--- src/rtl/tlight_pkg.sv ---
// Shared types for the actuated intersection controller: light heads,
// phase encoding, service direction and a small constant helper.
package tlight_pkg;

   typedef enum logic [2:0] {
      RED    = 3'b100,
      YELLOW = 3'b010,
      GREEN  = 3'b001
   } light_t;

   typedef enum logic [2:0] {
      ALL_RED  = 3'd0,
      WE_READY = 3'd1,
      WE_GO    = 3'd2,
      WE_STOP  = 3'd3,
      NS_READY = 3'd4,
      NS_GO    = 3'd5,
      NS_STOP  = 3'd6,
      PED_WALK = 3'd7
   } phase_t;

   typedef enum logic {
      DIR_WE = 1'b0,
      DIR_NS = 1'b1
   } dir_t;

   function automatic int unsigned max2(input int unsigned a, input int unsigned b);
      return (a > b) ? a : b;
   endfunction

endpackage

--- src/rtl/tlight_phase_timer.sv ---
// Loadable saturating cycle counter. cnt_o is 0 on the first cycle of a
// phase; done_o flags the last cycle of a phase whose length is limit_i.
module tlight_phase_timer #(
   parameter int unsigned W    = 4,
   parameter int unsigned MAXV = 15
) (
   input  logic         clock,
   input  logic         reset_n,
   input  logic         load_i,
   input  logic [W-1:0] limit_i,
   output logic [W-1:0] cnt_o,
   output logic         done_o
);

   localparam logic [W-1:0] MAXV_C = W'(MAXV);
   localparam logic [W:0]   ONE_C  = (W+1)'(1);

   logic [W-1:0] cnt_q, cnt_d;
   logic [W:0]   cnt_plus1;

   // Restart at 0 on a phase change, otherwise count up and hold at MAXV.
   always_comb begin
      cnt_d = cnt_q;
      if (load_i) begin
         cnt_d = '0;
      end else if (cnt_q < MAXV_C) begin
         cnt_d = cnt_q + W'(1);
      end
   end

   // Counter register, cleared asynchronously.
   always_ff @(posedge clock or negedge reset_n) begin
      if (!reset_n) begin
         cnt_q <= '0;
      end else begin
         cnt_q <= cnt_d;
      end
   end

   // Compare one bit wider so cnt+1 never wraps at saturation.
   assign cnt_plus1 = {1'b0, cnt_q} + ONE_C;
   assign done_o    = (cnt_plus1 >= {1'b0, limit_i});
   assign cnt_o     = cnt_q;

endmodule

--- src/rtl/tlight_scheduler.sv ---
// Actuated two-way intersection controller: phase FSM, latched vehicle and
// pedestrian requests, last-served direction and Moore light decode.
module tlight_scheduler
   import tlight_pkg::*;
#(
   parameter int unsigned READY_TIME  = 3,
   parameter int unsigned MIN_GREEN   = 5,
   parameter int unsigned MAX_GREEN   = 15,
   parameter int unsigned STOP_TIME   = 1,
   parameter int unsigned ALLRED_TIME = 1,
   parameter int unsigned PED_TIME    = 8
) (
   input  logic       clock,
   input  logic       reset_n,
   input  logic       req_we,
   input  logic       req_ns,
   input  logic       ped_req,
   output logic [2:0] we,
   output logic [2:0] ns,
   output logic       walk,
   output logic [2:0] phase
);

   localparam int unsigned MAXP = max2(max2(max2(READY_TIME, MIN_GREEN), max2(MAX_GREEN, STOP_TIME)),
                                       max2(ALLRED_TIME, PED_TIME));
   localparam int unsigned CW   = $clog2(MAXP + 1);

   phase_t          phase_q, phase_d;
   dir_t            last_dir_q, last_dir_d;
   logic            we_pend_q, we_pend_d;
   logic            ns_pend_q, ns_pend_d;
   logic            ped_pend_q, ped_pend_d;
   logic [CW-1:0]   cnt;
   logic [CW-1:0]   limit;
   logic [CW:0]     cnt_plus1;
   logic            done;
   logic            min_ok;

   // Single timer, restarted whenever the phase is about to change.
   tlight_phase_timer #(
      .W    (CW),
      .MAXV (MAXP)
   ) u_timer (
      .clock   (clock),
      .reset_n (reset_n),
      .load_i  (phase_d != phase_q),
      .limit_i (limit),
      .cnt_o   (cnt),
      .done_o  (done)
   );

   assign cnt_plus1 = {1'b0, cnt} + (CW+1)'(1);
   assign min_ok    = (cnt_plus1 >= (CW+1)'(MIN_GREEN));

   // Phase length selected for the timer; in GO it is the max-green bound.
   always_comb begin
      limit = CW'(ALLRED_TIME);
      case (phase_q)
         WE_READY, NS_READY: limit = CW'(READY_TIME);
         WE_GO, NS_GO:       limit = CW'(MAX_GREEN);
         WE_STOP, NS_STOP:   limit = CW'(STOP_TIME);
         PED_WALK:           limit = CW'(PED_TIME);
         default:            limit = CW'(ALLRED_TIME);
      endcase
   end

   // Phase state register; reset lands in ALL_RED at once.
   always_ff @(posedge clock or negedge reset_n) begin
      if (!reset_n) begin
         phase_q <= ALL_RED;
      end else begin
         phase_q <= phase_d;
      end
   end

   // Next phase: fixed-length phases advance on done, GO is actuated.
   always_comb begin
      phase_d = phase_q;
      case (phase_q)
         ALL_RED: begin
            if (done) begin
               if (ped_pend_q)                               phase_d = PED_WALK;
               else if ((last_dir_q == DIR_NS) && we_pend_q) phase_d = WE_READY;
               else if ((last_dir_q == DIR_WE) && ns_pend_q) phase_d = NS_READY;
               else if (last_dir_q == DIR_WE)                phase_d = WE_READY;
               else                                          phase_d = NS_READY;
            end
         end
         WE_READY: if (done) phase_d = WE_GO;
         WE_GO: begin
            if ((ns_pend_q || ped_pend_q) && (done || (min_ok && !req_we))) phase_d = WE_STOP;
         end
         WE_STOP:  if (done) phase_d = ALL_RED;
         NS_READY: if (done) phase_d = NS_GO;
         NS_GO: begin
            if ((we_pend_q || ped_pend_q) && (done || (min_ok && !req_ns))) phase_d = NS_STOP;
         end
         NS_STOP:  if (done) phase_d = ALL_RED;
         PED_WALK: if (done) phase_d = ALL_RED;
         default:  phase_d = ALL_RED;
      endcase
   end

   // Moore light decode from the registered phase only.
   always_comb begin
      we   = RED;
      ns   = RED;
      walk = 1'b0;
      case (phase_q)
         WE_READY, WE_STOP: we = YELLOW;
         WE_GO:             we = GREEN;
         NS_READY, NS_STOP: ns = YELLOW;
         NS_GO:             ns = GREEN;
         PED_WALK:          walk = 1'b1;
         default: ;
      endcase
   end

   assign phase = phase_q;

   // Request latches and last direction; a clear on GO/WALK entry beats a same-edge request.
   always_comb begin
      we_pend_d  = we_pend_q  | (req_we  && (phase_q != WE_GO));
      ns_pend_d  = ns_pend_q  | (req_ns  && (phase_q != NS_GO));
      ped_pend_d = ped_pend_q | (ped_req && (phase_q != PED_WALK));
      if ((phase_q != WE_GO)    && (phase_d == WE_GO))    we_pend_d  = 1'b0;
      if ((phase_q != NS_GO)    && (phase_d == NS_GO))    ns_pend_d  = 1'b0;
      if ((phase_q != PED_WALK) && (phase_d == PED_WALK)) ped_pend_d = 1'b0;
      last_dir_d = last_dir_q;
      if ((phase_q == WE_STOP) && (phase_d == ALL_RED)) last_dir_d = DIR_WE;
      if ((phase_q == NS_STOP) && (phase_d == ALL_RED)) last_dir_d = DIR_NS;
   end

   // Request/direction registers; reset primes a WE service first.
   always_ff @(posedge clock or negedge reset_n) begin
      if (!reset_n) begin
         we_pend_q  <= 1'b1;
         ns_pend_q  <= 1'b0;
         ped_pend_q <= 1'b0;
         last_dir_q <= DIR_NS;
      end else begin
         we_pend_q  <= we_pend_d;
         ns_pend_q  <= ns_pend_d;
         ped_pend_q <= ped_pend_d;
         last_dir_q <= last_dir_d;
      end
   end

endmodule

--- config.mk ---
export PLATFORM = sky130hd
export DESIGN_NAME = tlight_scheduler
export DESIGN_NICKNAME = d
export VERILOG_FILES = /design/src/rtl/tlight_pkg.sv /design/src/rtl/tlight_phase_timer.sv /design/src/rtl/tlight_scheduler.sv
export SDC_FILE = /design/constraint.sdc
export NUM_CORES = 1
export LEC_CHECK = 0
export ABC_AREA = 1
export BUFFER_PORTS_ARGS = -buffer_cell sky130_fd_sc_hd__clkbuf_2
export CAP_MARGIN = 20
export CORE_UTILIZATION = 50
export DETAILED_ROUTE_END_ITERATION = 8
export PLACE_DENSITY = 0.72
export REMOVE_ABC_BUFFERS = 1
export SLEW_MARGIN = 20
export SYNTH_ARGS = -nofsm -noshare
export SYNTH_HDL_FRONTEND = slang
export SYNTH_SLANG_ARGS = --single-unit
--- constraint.sdc ---
create_clock -name clock -period 2.34 [get_ports clock]
set_input_delay 0.117 -clock clock [delete_from_list [all_inputs] [get_ports clock]]
set_output_delay 0.117 -clock clock [all_outputs]
set_load 0.005 [all_outputs]
==> flow_summary.yaml <==
sta:
  drv_slew: 0
  fmax_mhz: 387
  setup_viol: 6
  post-route-min-period_ns: 2.59
  relSlewSlack: 0.764
  fin_worst_skew_ns: 0.00130
  final-hold-violation-count: 0
  tightest_slew_ns: 0.351
  finalCritPeriodShare: 1.10
  fin_ws_ns: -0.245
  rsz0062_at_grt: "true"
grt:
  grt_antenna_before_repair: 0
  grt_usage: 0.298
  grt_max_degree: 12
  grt.overflow.total: 0
  grt_pass1_vias: 1084
  grt_pass1_wl_mm: 4.50
clock_network:
  clockRootBuffer: "clkbuf_4"
  htree_levels: 1
  clk_pin_slew_ns: 0.06
  clock_latency_ns: 0.26
  cts_made_buffers: 3
  cts_tree: "done"
  cts_sinks: 11
  clockBufferDepth: 2
synth:
  synthFlopType: "dfrtp_1"
  ys_seq_elements: 11
  syn_inst: 149
  async_flop_share: 1.00
  synth.distinct_cells: 22
  yosysSeqAreaShare: 0.284
  post-synth-top-area-fraction: 0.230
  netlist_top_cells_area: "dfrtp_1, nand2_1, inv_1, ha_1, nor2_1"
  yosys.area.top_type: "dfrtp_1"
  ys_warn_count: 0
  netlist_area_um2: 978
  synth_edf_count: 0
  avgSynthCellArea_um2: 6.57
pwr:
  combinationalPowerShare: 0.818
  p_int_uw: 1260
  irDropWorstVdd_mv: 1.08
  pwr_density_cell_nw_per_um2: 1670
  switching_share: 0.509
  p_seq_frac: 0.135
  clkPwrFrac: 0.048
  p_total_uw: 2570
  switchingPower_uw: 1310
  p_leak_uw: 0.000847
flow_run:
  cap_violations: 0
critical_path:
  r2r_cells: 20
  path_cells: "inv_2 > nand2_4 > nor2_4 > inv_2 > nand2_2 > nor3_2 > ha_1 > nand2_1 > inv_1 > nand4_1 > nand2_2 > nor2_4 > nand3_2 > nand2_2 > nand3_2 > nand2_2 > nand2_2 > nand2_2 > nand2_4 > nor2_4"
  critical_path_peak_fanout: 5
  crit_top_cell: "nand2_2"
  r2r-end: "u_timer.cnt_o[0]$_DFFE_PN0P_"
  worst-path-buf-inv: 3
  cp-start-kind: "flip-flop"
  crit_type: "reg2reg"
  worst_ep_required_time_ns: 2.54
  slowest_stage: "dfrtp_2"
  path_delay_family: "simple AND/OR/NAND/NOR gates"
  worst-r2r-setup-slack_ns: -0.25
  endpoint_kind: "flip-flop"
  cp.arrival_ns: 2.78
  rr_startpoint: "phase[0]$_DFF_PN0_"
  cp_slowest_stage_delay_ns: 0.46
cells_and_area:
  final_area_um2: 1540
  postLayoutCoreUtil: 0.861
  drive_above_1_share: 0.500
  antenna_cells: 0
  fin_nets: 218
  area_growth_pct: 56.9
  fin_cells: 231
  fillers: 96
placed_design:
  place_inst: 212
  io_buffers: 14
  dpl-instance-area_um2: 1260
  hpwl_mm: 2.07
  place.gp.congestion: 0.926
  place_ws_ns: -0.146
route:
  viasPerCell: 5.35
  drtAntennaViolNets: 0
  first_pass_iters: 4
  drt_wl_total_mm: 3.42
  drc: 0
  vias: 1236
  wire_per_inst_um: 14.8
  drt-initial-drc-count: 58
hold_path:
  hold_path_class: "in2reg"
  min_from: "req_we"
  min_to: "we_pend_q$_DFF_PN1_"
  holdPathStages: 3
status:
  violations: "setup timing"
  status: "finished, violations left"
die:
  die_y_um: 46.2
  ios: 15
  start_util: 0.549
  die_w_um: 46.2
  die-area_um2: 2140
  core_area_um2: 1780
  rows: 15
-- state kept, by name, summed over array words and instances (netlist names) --
signal / count
ped_pend_q: 1
ns_pend_q: 1
phase: 3
last_dir_q: 1
u_timer.cnt_o: 4
we_pend_q: 1
-- Yosys cell counts (3+ instances only) --
| master | n |
|---|---|
| nand2_1 | 34 |
| inv_1 | 29 |
| nor2_1 | 19 |
| dfrtp_1 | 9 |
| a21oi_1 | 8 |
| nand3_1 | 8 |
| ha_1 | 6 |
| nand2_2 | 6 |
| nand4_1 | 5 |
| o21ai_0 | 5 |
| nand3_2 | 4 |
| xor2_1 | 3 |
-- worst register-to-register path: stages (launching register included) --
cell     delay [ns]
dfrtp_2        0.46
inv_2          0.10
nand2_4        0.06
nor2_4         0.12
inv_2          0.05
nand2_2        0.09
nor3_2         0.05
ha_1           0.32
nand2_1        0.08
inv_1          0.06
nand4_1        0.19
nand2_2        0.11
nor2_4         0.16
nand3_2        0.10
nand2_2        0.08
nand3_2        0.07
nand2_2        0.11
nand2_2        0.06
nand2_2        0.07
nand2_4        0.07
nor2_4         0.10
-- cell usage in the layout, fill, tap and decap left out, types with 2 or more instances in the layout --
cell / count
buf_4: 37
nand2_1: 29
inv_1: 23
clkbuf_2: 14
nor2_1: 10
inv_2: 8
nor2_4: 8
nand2_2: 8
a21oi_1: 8
dfrtp_1: 7
nand3_1: 6
nand3_2: 6
nand4_1: 5
o21ai_0: 4
ha_1: 4
nor2_2: 3
nand2_4: 3
clkbuf_4: 3
buf_6: 3
xor2_1: 2
dfstp_2: 2
dfrtp_2: 2
-- worst max-delay path by stage --
stage	end	from	slack, ns	depth (start not counted)
2_1_floorplan	u_timer.cnt_o[1]$_DFFE_PN0P_	phase[2]$_DFF_PN0_	-0.15	20
3_3_place_gp	u_timer.cnt_o[2]$_DFFE_PN0P_	phase[1]$_DFF_PN0_	-0.04	19
3_5_place_dp	u_timer.cnt_o[2]$_DFFE_PN0P_	phase[1]$_DFF_PN0_	-0.15	21
4_1_cts	u_timer.cnt_o[2]$_DFFE_PN0P_	phase[0]$_DFF_PN0_	-0.08	20
5_1_grt	u_timer.cnt_o[0]$_DFFE_PN0P_	phase[0]$_DFF_PN0_	-0.40	22
6_report	u_timer.cnt_o[0]$_DFFE_PN0P_	phase[0]$_DFF_PN0_	-0.25	20
-- timing repair --
action | in CTS | in global routing
setup buffers | 9 | 5
gates resized for setup | 18 | 23
setup endpoints to repair | 5 | 9
hold buffers | 1 | 0
pin swaps | 6 | 18
gates cloned | 0 | 0
endpoints found under the hold margin | 11 | 0
-- area by class of cell --
| class | instances | area (µm²) | area share |
|---|---|---|---|
| flip-flops and latches | 11 | 280 | 0.183 |
| clock buffers | 4 | 26.3 | 0.0171 |
| repair buffers | 55 | 392 | 0.255 |
| inverters | 31 | 116 | 0.0758 |
| multi-input cells | 105 | 689 | 0.449 |
| well taps | 25 | 31.3 | 0.0204 |
-- power groups by stage --
stage / sequential (µW) / combinational [µW] / clock [µW]
floorplan: 331 / 960 / 0
global placement: 316 / 1530 / 0
detailed placement: 319 / 1570 / 0
CTS: 323 / 1750 / 125
global route: 352 / 2290 / 134
finish: 346 / 2100 / 122
-- per-stage QoR --
step,hold WS (ns),TNS (ns)
global route,0.200,-2.17
floorplan,-0.179,-0.652
finish,0.132,-1.17
detailed placement,0.00163,-0.621
global placement,-0.00234,-0.121
CTS,0.127,-0.335
-- logic make-up after synthesis --
family                   synth area share
AND/OR/NAND/NOR                     0.398
buffers and inverters               0.132
AO/OA/AOI/OAI                      0.0831
flip-flops                          0.284
adder cells (fa/ha/maj)            0.0767
XOR/XNOR                           0.0269
-- metal layers --
metal | routed length, µm | GRT usage | vias up
li1 | - | - | 582
met1 | 1380 | 0.393 | 558
met2 | 1580 | 0.485 | 75
met3 | 302 | 0.0275 | 21
met4 | 159 | 0.147 | 0
met5 | 0 | 0 | -
Power figures use the tool's default switching activity.
